--- src/rtl/msg_scroll_led7_if.sv ---
// Control, write and display bus of the 7-segment message engine.
// master = switch/control side, slave = the display engine.
interface msg_scroll_led7_if #(
  parameter int NUM_DIGITS = 4,
  parameter int AW         = 3
);
  logic                    en;
  logic [1:0]              mode;
  logic                    wr_en;
  logic [AW-1:0]           wr_addr;
  logic [2:0]              wr_code;
  logic [8*NUM_DIGITS-1:0] hex;
  logic [AW-1:0]           pos;
  logic                    tick;

  modport master (
    output en, mode, wr_en, wr_addr, wr_code,
    input  hex, pos, tick
  );

  modport slave (
    input  en, mode, wr_en, wr_addr, wr_code,
    output hex, pos, tick
  );
endinterface

--- src/rtl/msg_scroll_led7.sv ---
// Multi-digit 7-segment message engine: static / scroll left / scroll right / blink.
// All outputs registered; display lags buffer/pos/phase state by one cycle.
module msg_scroll_led7 #(
  parameter int NUM_DIGITS = 4,
  parameter int MSG_LEN    = 8,
  parameter int TICK_DIV   = 25000000,
  parameter int AW         = $clog2(MSG_LEN)
) (
  input  logic             clk,
  input  logic             rst,
  msg_scroll_led7_if.slave bus_io
);
  localparam int CW = (TICK_DIV > 1) ? $clog2(TICK_DIV) : 1;
  localparam int HW = 8 * NUM_DIGITS;

  typedef logic [MSG_LEN-1:0][2:0] msg_t;

  typedef enum logic [1:0] {
    MODE_STATIC = 2'b00,
    MODE_LEFT   = 2'b01,
    MODE_RIGHT  = 2'b10,
    MODE_BLINK  = 2'b11
  } mode_e;

  function automatic logic [7:0] seg_decode(input logic [2:0] code);
    logic [7:0] seg;
    case (code)
      3'd0:    seg = 8'h89;
      3'd1:    seg = 8'h86;
      3'd2:    seg = 8'hC7;
      3'd3:    seg = 8'hC7;
      3'd4:    seg = 8'hC0;
      default: seg = 8'hFF;
    endcase
    return seg;
  endfunction

  function automatic msg_t msg_reset();
    msg_t m;
    for (int i = 0; i < MSG_LEN; i++) begin
      m[i] = (i < 5) ? 3'(i) : 3'd5;
    end
    return m;
  endfunction

  // Leftmost digit (NUM_DIGITS-1) shows msg[pos]; index wraps as often as needed.
  function automatic logic [HW-1:0] render(input msg_t m, input logic [AW-1:0] p,
                                           input logic ph);
    logic [HW-1:0] r;
    int            idx;
    r = '0;
    for (int d = 0; d < NUM_DIGITS; d++) begin
      idx = (int'(p) + NUM_DIGITS - 1 - d) % MSG_LEN;
      r[8*d +: 8] = ph ? 8'hFF : seg_decode(m[AW'(idx)]);
    end
    return r;
  endfunction

  localparam msg_t          MSG_RST = msg_reset();
  localparam logic [HW-1:0] HEX_RST = render(MSG_RST, '0, 1'b0);

  logic [CW-1:0] cnt_q,   cnt_d;
  logic          tick_q,  tick_d;
  logic [AW-1:0] pos_q,   pos_d;
  logic          phase_q, phase_d;
  msg_t          msg_q,   msg_d;
  logic [HW-1:0] hex_q,   hex_d;
  mode_e         mode;

  assign mode = mode_e'(bus_io.mode);

  always_comb begin
    cnt_d   = cnt_q;
    tick_d  = 1'b0;
    pos_d   = pos_q;
    phase_d = phase_q;
    msg_d   = msg_q;
    hex_d   = render(msg_q, pos_q, phase_q);

    if (bus_io.en) begin
      tick_d = (cnt_q == CW'(TICK_DIV - 1));
      cnt_d  = tick_d ? '0 : cnt_q + CW'(1);
    end

    // A tick already issued still moves pos even if en has just dropped.
    if (tick_q) begin
      case (mode)
        MODE_LEFT:  pos_d   = (pos_q == AW'(MSG_LEN - 1)) ? '0 : pos_q + AW'(1);
        MODE_RIGHT: pos_d   = (pos_q == '0) ? AW'(MSG_LEN - 1) : pos_q - AW'(1);
        MODE_BLINK: phase_d = ~phase_q;
        default:    pos_d   = pos_q;
      endcase
    end

    if (mode != MODE_BLINK) begin
      phase_d = 1'b0;
    end

    if (bus_io.wr_en && (int'(bus_io.wr_addr) < MSG_LEN)) begin
      msg_d[bus_io.wr_addr] = bus_io.wr_code;
    end
  end

  always_ff @(posedge clk) begin
    if (rst) begin
      cnt_q   <= '0;
      tick_q  <= 1'b0;
      pos_q   <= '0;
      phase_q <= 1'b0;
      msg_q   <= MSG_RST;
      hex_q   <= HEX_RST;
    end else begin
      cnt_q   <= cnt_d;
      tick_q  <= tick_d;
      pos_q   <= pos_d;
      phase_q <= phase_d;
      msg_q   <= msg_d;
      hex_q   <= hex_d;
    end
  end

  assign bus_io.hex  = hex_q;
  assign bus_io.pos  = pos_q;
  assign bus_io.tick = tick_q;

endmodule

--- src/flat_wrapper.sv ---
// flat-port wrapper written by rule: the top's interface ports become plain ports
module msg_scroll_led7_flat 
#(
  parameter int NUM_DIGITS = 4,
  parameter int MSG_LEN    = 8,
  parameter int TICK_DIV   = 25000000,
  parameter int AW         = $clog2(MSG_LEN)
)
  (clk, rst, bus_io_en, bus_io_mode, bus_io_wr_en, bus_io_wr_addr, bus_io_wr_code, bus_io_hex, bus_io_pos, bus_io_tick);
  msg_scroll_led7_if #(.NUM_DIGITS(NUM_DIGITS), .AW(AW)) bus_io_i ();
  input  logic clk;
  input  logic rst;
  input wire logic [$bits(bus_io_i.en)-1:0] bus_io_en;
  input wire logic [$bits(bus_io_i.mode)-1:0] bus_io_mode;
  input wire logic [$bits(bus_io_i.wr_en)-1:0] bus_io_wr_en;
  input wire logic [$bits(bus_io_i.wr_addr)-1:0] bus_io_wr_addr;
  input wire logic [$bits(bus_io_i.wr_code)-1:0] bus_io_wr_code;
  output wire logic [$bits(bus_io_i.hex)-1:0] bus_io_hex;
  output wire logic [$bits(bus_io_i.pos)-1:0] bus_io_pos;
  output wire logic [$bits(bus_io_i.tick)-1:0] bus_io_tick;
  assign bus_io_i.en = bus_io_en;
  assign bus_io_i.mode = bus_io_mode;
  assign bus_io_i.wr_en = bus_io_wr_en;
  assign bus_io_i.wr_addr = bus_io_wr_addr;
  assign bus_io_i.wr_code = bus_io_wr_code;
  assign bus_io_hex = bus_io_i.hex;
  assign bus_io_pos = bus_io_i.pos;
  assign bus_io_tick = bus_io_i.tick;
  msg_scroll_led7 #(.NUM_DIGITS(NUM_DIGITS), .MSG_LEN(MSG_LEN), .TICK_DIV(TICK_DIV), .AW(AW)) u_core (.clk(clk), .rst(rst), .bus_io(bus_io_i));
endmodule
--- config.mk ---
export PLATFORM = sky130hd
export DESIGN_NAME = msg_scroll_led7_flat
export DESIGN_NICKNAME = d
export VERILOG_FILES = /design/src/rtl/msg_scroll_led7_if.sv /design/src/rtl/msg_scroll_led7.sv /design/src/flat_wrapper.sv
export SDC_FILE = /design/constraint.sdc
export NUM_CORES = 1
export LEC_CHECK = 0
export ABC_AREA = 1
export CAP_MARGIN = 20
export CORE_AREA = 2 2 119 75
export CTS_CLUSTER_SIZE = 28
export DETAILED_ROUTE_END_ITERATION = 7
export DIE_AREA = 0 0 121 77
export PLACE_DENSITY = 0.74
export REMOVE_ABC_BUFFERS = 1
export SLEW_MARGIN = 20
export SYNTH_ARGS = -nofsm -noshare
export SYNTH_HDL_FRONTEND = slang
export SYNTH_SLANG_ARGS = --single-unit
--- constraint.sdc ---
create_clock -name clk -period 2.25 [get_ports clk]
set_clock_uncertainty 0.05 [all_clocks]
set_input_delay 0.5625 -clock clk [delete_from_list [all_inputs] [get_ports clk]]
set_output_delay 0.5625 -clock clk [all_outputs]
set_load 0.02 [all_outputs]
==> out/metrics.cfg, run 1 <==
[layout]
seqCellArea_mm2 = 0.00148
mostFrequentLayoutCells = nand2_1, inv_1, dfxtp_1, nor2_1, nand3_1
design_area_mm2 = 0.00510
area_growth_pct = 20.4
drive_gt1_share_pct = 12.4
finalCoreUtilization_pct = 62.0
fill_cells = 747
multi_input_area_mm2 = 0.00222
layout_commonest_cell = nand2_1
antennaDiodeCount = 0
nets = 707

[clocking]
cts_tree = yes
cts_buffer_depth = 2
cts_root_buffer = clkbuf_16
cts_resized = 0
insertion_delay_ns = 0.34
clkSlewWorstSetupHoldPaths_ns = 0.06
cts_htree_levels = 3
clock-sinks = 74
cts_hold_buf = 0
cts-buffers-inserted = 9
cts_setup_buffers = 0

[routing]
wl_per_cell_um = 13.7
drc_errors = 0
routed_wirelength_mm = 11.0
drt-initial-drc-count = 313
drt-pass1-iter-count = 5
viasPerCell = 5.28
num_vias = 4251
ant_nets = 0

[logic_synthesis]
async_flop_share_pct = 0
yosysTopAreaCellShare_pct = 35.0
synth_xor_area_share_pct = 0.620
synth.distinct_cells = 38
synth_ff_type = dfxtp_1
ys_ff_latch = 74
yosysWarnings = 0
synth_area_mm2 = 0.00424
synth_compound_area_share_pct = 11.2
yosys-top-cells-area = dfxtp_1, nand2_1, inv_1, nand3_1, nor2_1
syn_inst = 642
synth_area_per_cell_um2 = 6.60
synth_top_family_by_area = simple AND/OR/NAND/NOR gates
synth_edf_count = 0
synthAdderAreaFrac_pct = 2.07
synth_top_area_cell = dfxtp_1
synth-seq-area-share_pct = 35.0
synthSimpleGateAreaFrac_pct = 38.1
muxShareOfSynthArea_pct = 0

[floorplan]
core_region_area_mm2 = 0.00823
io_pins = 48
die_y_um = 77
die_x_um = 121
initial_core_util_pct = 51.5
rows = 26
die_area_mm2 = 0.00932

[flow_run]
cap_violations = 0

[sta]
finalMaxSlewViolations = 0
rsz0062_at_grt = false
worst_pin_slew_ns = 0.631
layout_worst_path_cycle_share_pct = 94.6
fmax_mhz = 470
min_period_ns = 2.13
slew-limit-headroom_pct = 57.5
setup_viol = 0
holdWs_ns = 0.430
hold_viol_final = 0

[critical_path]
cpPeakStageDelay_ns = 0.67
worst_ep_arrival_time_ns = 1.52
rrSetupSlack_ns = 0.22
crit_chain = clkdlybuf4s50_1
r2r-end = u_core.bus_io.hex[11]
path_max_fanout = 8
critPathSlowestCell = clkdlybuf4s50_1
r2r-start = u_core.bus_io.pos[0]
cp-start-kind = register
crit_buf_inv = 1
crit_family = buffers and inverters
critPathKind = reg2out
critPathRequiredTime_ns = 1.64
rr_worst_depth = 15
critPathCaptureType = output pin

[place]
hpwl_mm = 8.62
routabilityCongestion = 0.917
port_buffers = 43
dpl_cell_area_mm2 = 0.00474

[run_status]
status = completed

[min_path]
worstHoldEndpoint = u_core.msg_q[12]
worstHoldStart = u_core.msg_q[12]
whs_path_depth = 2
min_path_type = reg2reg

[pwr]
ir_worst_vdd_mv = 0.404
power_density_mw_per_mm2 = 645
power.total_mw = 3.29
p_leak_nw = 2.29

[global_routing]
grt_overflow = 0
grt_pass1_vias = 3736
antenna_found_initial = 0
grt_pass1_wl_mm = 18.2
grt_usage_pct = 24.7
grt_max_degree = 25

-- state kept, by name, indices dropped and copies added, names as in the netlist --
signal	flops
u_core.phase_q	1
u_core.bus_io.hex	20
u_core.msg_q	24
u_core.bus_io.tick	1
u_core.cnt_q	25
u_core.bus_io.pos	3
-- stage by stage --
| step | cells | setup TNS [ns] | setup slack, ns |
|---|---|---|---|
| floorplan | 617 | -17.52 | -1.06 |
| global placement | 789 | 0 | 0.0876 |
| detailed placement | 789 | -0.00152 | -0.00152 |
| CTS | 805 | 0 | 0.00705 |
| global route | 805 | 0 | 0.0202 |
| finish | 805 | 0 | 0.122 |
-- layout make-up --
cell class / instances / area share (%)
tap: 112 / 2.75
sequential: 74 / 29.0
clock inverter: 7 / 2.43
multi-input combinational: 455 / 43.6
timing repair buffer: 60 / 11.2
inverter: 88 / 6.53
clock buffer: 9 / 4.42
-- worst min-delay path: stages (launching register included) --
cell and delay [ns]:
dfxtp_1 0.31, inv_1 0.07, a21oi_1 0.06
-- kinds of logic (layout without fill, tap and decap cells) --
group,after synthesis,count (layout)
other,1,4
XOR/XNOR,3,3
flip-flops,74,74
buffers and inverters,116,164
AO/OA/AOI/OAI,82,82
adder cells (fa/ha/maj),7,7
AND/OR/NAND/NOR,359,359
-- how the worst max path moves through the flow --
| stage | slack (ns) | to | from | cells past startpoint |
|---|---|---|---|---|
| global placement | 0.09 | u_core.cnt_q[11] | bus_io_en | 9 |
| floorplan | -1.06 | u_core.bus_io.hex[11] | u_core.bus_io.pos[0] | 14 |
| finish | 0.12 | bus_io_pos[2] | u_core.bus_io.pos[2] | 1 |
| global route | 0.02 | u_core.bus_io.hex[16] | u_core.bus_io.pos[0] | 13 |
| CTS | 0.007 | bus_io_pos[0] | u_core.bus_io.pos[0] | 2 |
| detailed placement | -0.002 | u_core.cnt_q[23] | bus_io_en | 9 |
-- synth_stat cells, types with 5 or more instances --
cell / count
dfxtp_1: 74
nor2_2: 6
nand3_1: 57
nand4_1: 6
a21oi_1: 23
o21ai_1: 8
o211ai_1: 9
nor3_1: 24
inv_1: 81
nand2_1: 170
o21ai_2: 8
nand2_2: 19
inv_2: 5
ha_1: 7
o21ai_0: 28
buf_4: 14
nor2_1: 63
-- metal layers --
layer | global-route usage (%) | share of wire, %
met3 | 6.03 | 8.2
met1 | 37.8 | 51
met5 | 0 | 0
met2 | 34.1 | 40
met4 | 6.05 | 0.82
-- power by group --
| part | internal, mW | switching (mW) | total [mW] |
|---|---|---|---|
| sequential | 1.34 | 0.0158 | 1.36 |
| combinational | 0.0970 | 0.149 | 0.246 |
| clock | 1.09 | 0.591 | 1.69 |
| total | 2.53 | 0.756 | 3.29 |
(Power assumes the default switching activity.)
==> run 2: changes to the inputs <==
- CTS_CLUSTER_SIZE: 28 -> 16
- SKIP_CTS_REPAIR_TIMING: default -> 1
==> results of run 2 <==
The final DEF is identical to that of run 1; final timing and power are the same.
==> run 3: changes to the inputs <==
- CORE_AREA: 2 2 119 75 -> 2 2 162 101
- DIE_AREA: 0 0 121 77 -> 0 0 164 103
- PLACE_DENSITY: 0.74 -> default
- clock period: 2.25 -> 1.85 ns (I/O delays scaled with it)
==> run 3 against run 2 <==
  * Sequential share of layout area decreased by 3.4 points
  * Register-to-register slack got worse by 0.15 ns
  * Design area increased by 14%
  * Worst hold slack worse by 0.0067 ns
  * Global-route usage decreased by 11 points
  * Critical path depth did not move
  * Setup slack worse by 0.077 ns
  * Count of clock-buffer cells in the layout unchanged
  * Utilization shrank 25 points
  * Via count fell by 3.0%
  * Largest cell class unchanged
  * Largest power group unchanged
==> out/metrics.cfg, run 3 (same netlist as run 1, synthesis figures left out) <==
[place]
routabilityCongestion = 0.900
numPlacedInstances = 925
hpwl_mm = 8.87
port_buffers = 43

[clocking]
cts_buffer_depth = 2
cts-buffers-inserted = 9
insertion_delay_ns = 0.34
clock-sinks = 74
cts_root_buffer = clkbuf_16
cts_htree_levels = 3
clkSlewWorstSetupHoldPaths_ns = 0.06
cts_tree = yes

[layout]
stdcell_count = 946
fill_cells = 1593
nets = 751
area_growth_pct = 36.8
largest_register = u_core.cnt_q
seqCellArea_mm2 = 0.00148
multi_input_area_mm2 = 0.00241
mostFrequentLayoutCells = nand2_1, inv_1, dfxtp_1, nor2_1, nand3_1
drive_gt1_share_pct = 22.7
antennaDiodeCount = 0
largest_reg_flops = 25
layout_commonest_cell = nand2_1

[floorplan]
die_x_um = 164
core_region_area_mm2 = 0.0156
die_area_mm2 = 0.0169
io_pins = 48
rows = 36
die_y_um = 103
initial_core_util_pct = 27.1

[pwr]
power_density_mw_per_mm2 = 640
ir_worst_vdd_mv = 0.462
p_leak_nw = 2.67
power.total_mw = 3.71

[global_routing]
top_usage_layer = met1
grt_usage_pct = 13.9
met2_usage_pct = 17.9
use_met3_pct = 3.30
grt_pass1_vias = 3553
grt_max_degree = 24
grt_overflow = 0
antenna_found_initial = 0
grt_use_met1_pct = 22.0
grt_pass1_wl_mm = 18.2

[critical_path]
crit_family = buffers and inverters
critPathCaptureType = output pin
critPathRequiredTime_ns = 1.34
crit_chain = clkdlybuf4s50_1
critPathSlowestCell = clkdlybuf4s50_1
worst_ep_arrival_time_ns = 1.29
cpPeakStageDelay_ns = 0.61
crit_buf_inv = 1
path_max_fanout = 2
critPathKind = reg2out
cp-start-kind = register

[flow_run]
cap_violations = 0

[sta]
finalMaxSlewViolations = 0
layout_worst_path_cycle_share_pct = 97.5
fin_tns_setup_ns = 0
min_period_ns = 1.80
hold_viol_final = 0
rsz0062_at_grt = true
fmax_mhz = 554
setup_viol = 0

[routing]
ant_nets = 0
viasPerCell = 4.36
drt-initial-drc-count = 320
wl_per_cell_um = 12.1
drt-pass1-iter-count = 5
num_vias = 4124
routed_wirelength_mm = 11.5
drc_errors = 0

[run_status]
status = completed

[min_path]
min_path_type = reg2reg

run 3: per-layer routing:
metal / up-vias / share of wire, %
li1: 2203 / -
met2: 114 / 37
met3: 11 / 8.3
met4: 0 / 1.1
met5: - / 0
met1: 1796 / 54
run 3: power by group:
group | internal, mW | switching (mW) | leakage [nW] | total (mW)
registers | 1.63 | 0.0176 | 0.601 | 1.65
clock network | 1.04 | 0.694 | 0.142 | 1.73
logic | 0.138 | 0.188 | 1.93 | 0.325
total | 2.81 | 0.899 | 2.67 | 3.71
run 3: path summary, 6_finish.rpt:
| path | startpoint | cells after the start | end | slack [ns] |
|---|---|---|---|---|
| min reg2reg | u_core.msg_q[12] | 2 | u_core.msg_q[12] | 0.42 |
| max | u_core.bus_io.hex[21] | 1 | bus_io_hex[20] | 0.05 |
| min | u_core.msg_q[12] | 2 | u_core.msg_q[12] | 0.42 |
| max reg2reg | u_core.bus_io.pos[0] | 11 | u_core.bus_io.hex[16] | 0.07 |
run 3: area by class of cell:
type | instances | share of cell area, %
clock buffer | 9 | 3.89
clock inverter | 7 | 1.19
inverter | 88 | 5.96
multi-input combinational | 455 | 41.6
sequential | 74 | 25.6
tap | 209 | 4.51
timing repair buffer | 104 | 17.3
run 3: worst min-delay path: stages, from the launching register on:
cell	delay, ns
dfxtp_1	0.31
inv_1	0.07
a21oi_1	0.06
run 3: per-stage QoR:
| step | hold WS [ns] | instance area [µm²] | setup WS [ns] | utilization [%] |
|---|---|---|---|---|
| after floorplan | 0.395 | 4030 | -1.46 | - |
| after global placement | 0.410 | 5180 | -0.177 | 33.2 |
| after detailed placement | 0.411 | 5180 | -0.247 | 33.2 |
| after CTS | 0.422 | 5480 | -0.293 | 35.0 |
| after global routing | 0.450 | 5800 | -0.0694 | 37.1 |
| final | 0.423 | 5800 | 0.0456 | 37.1 |
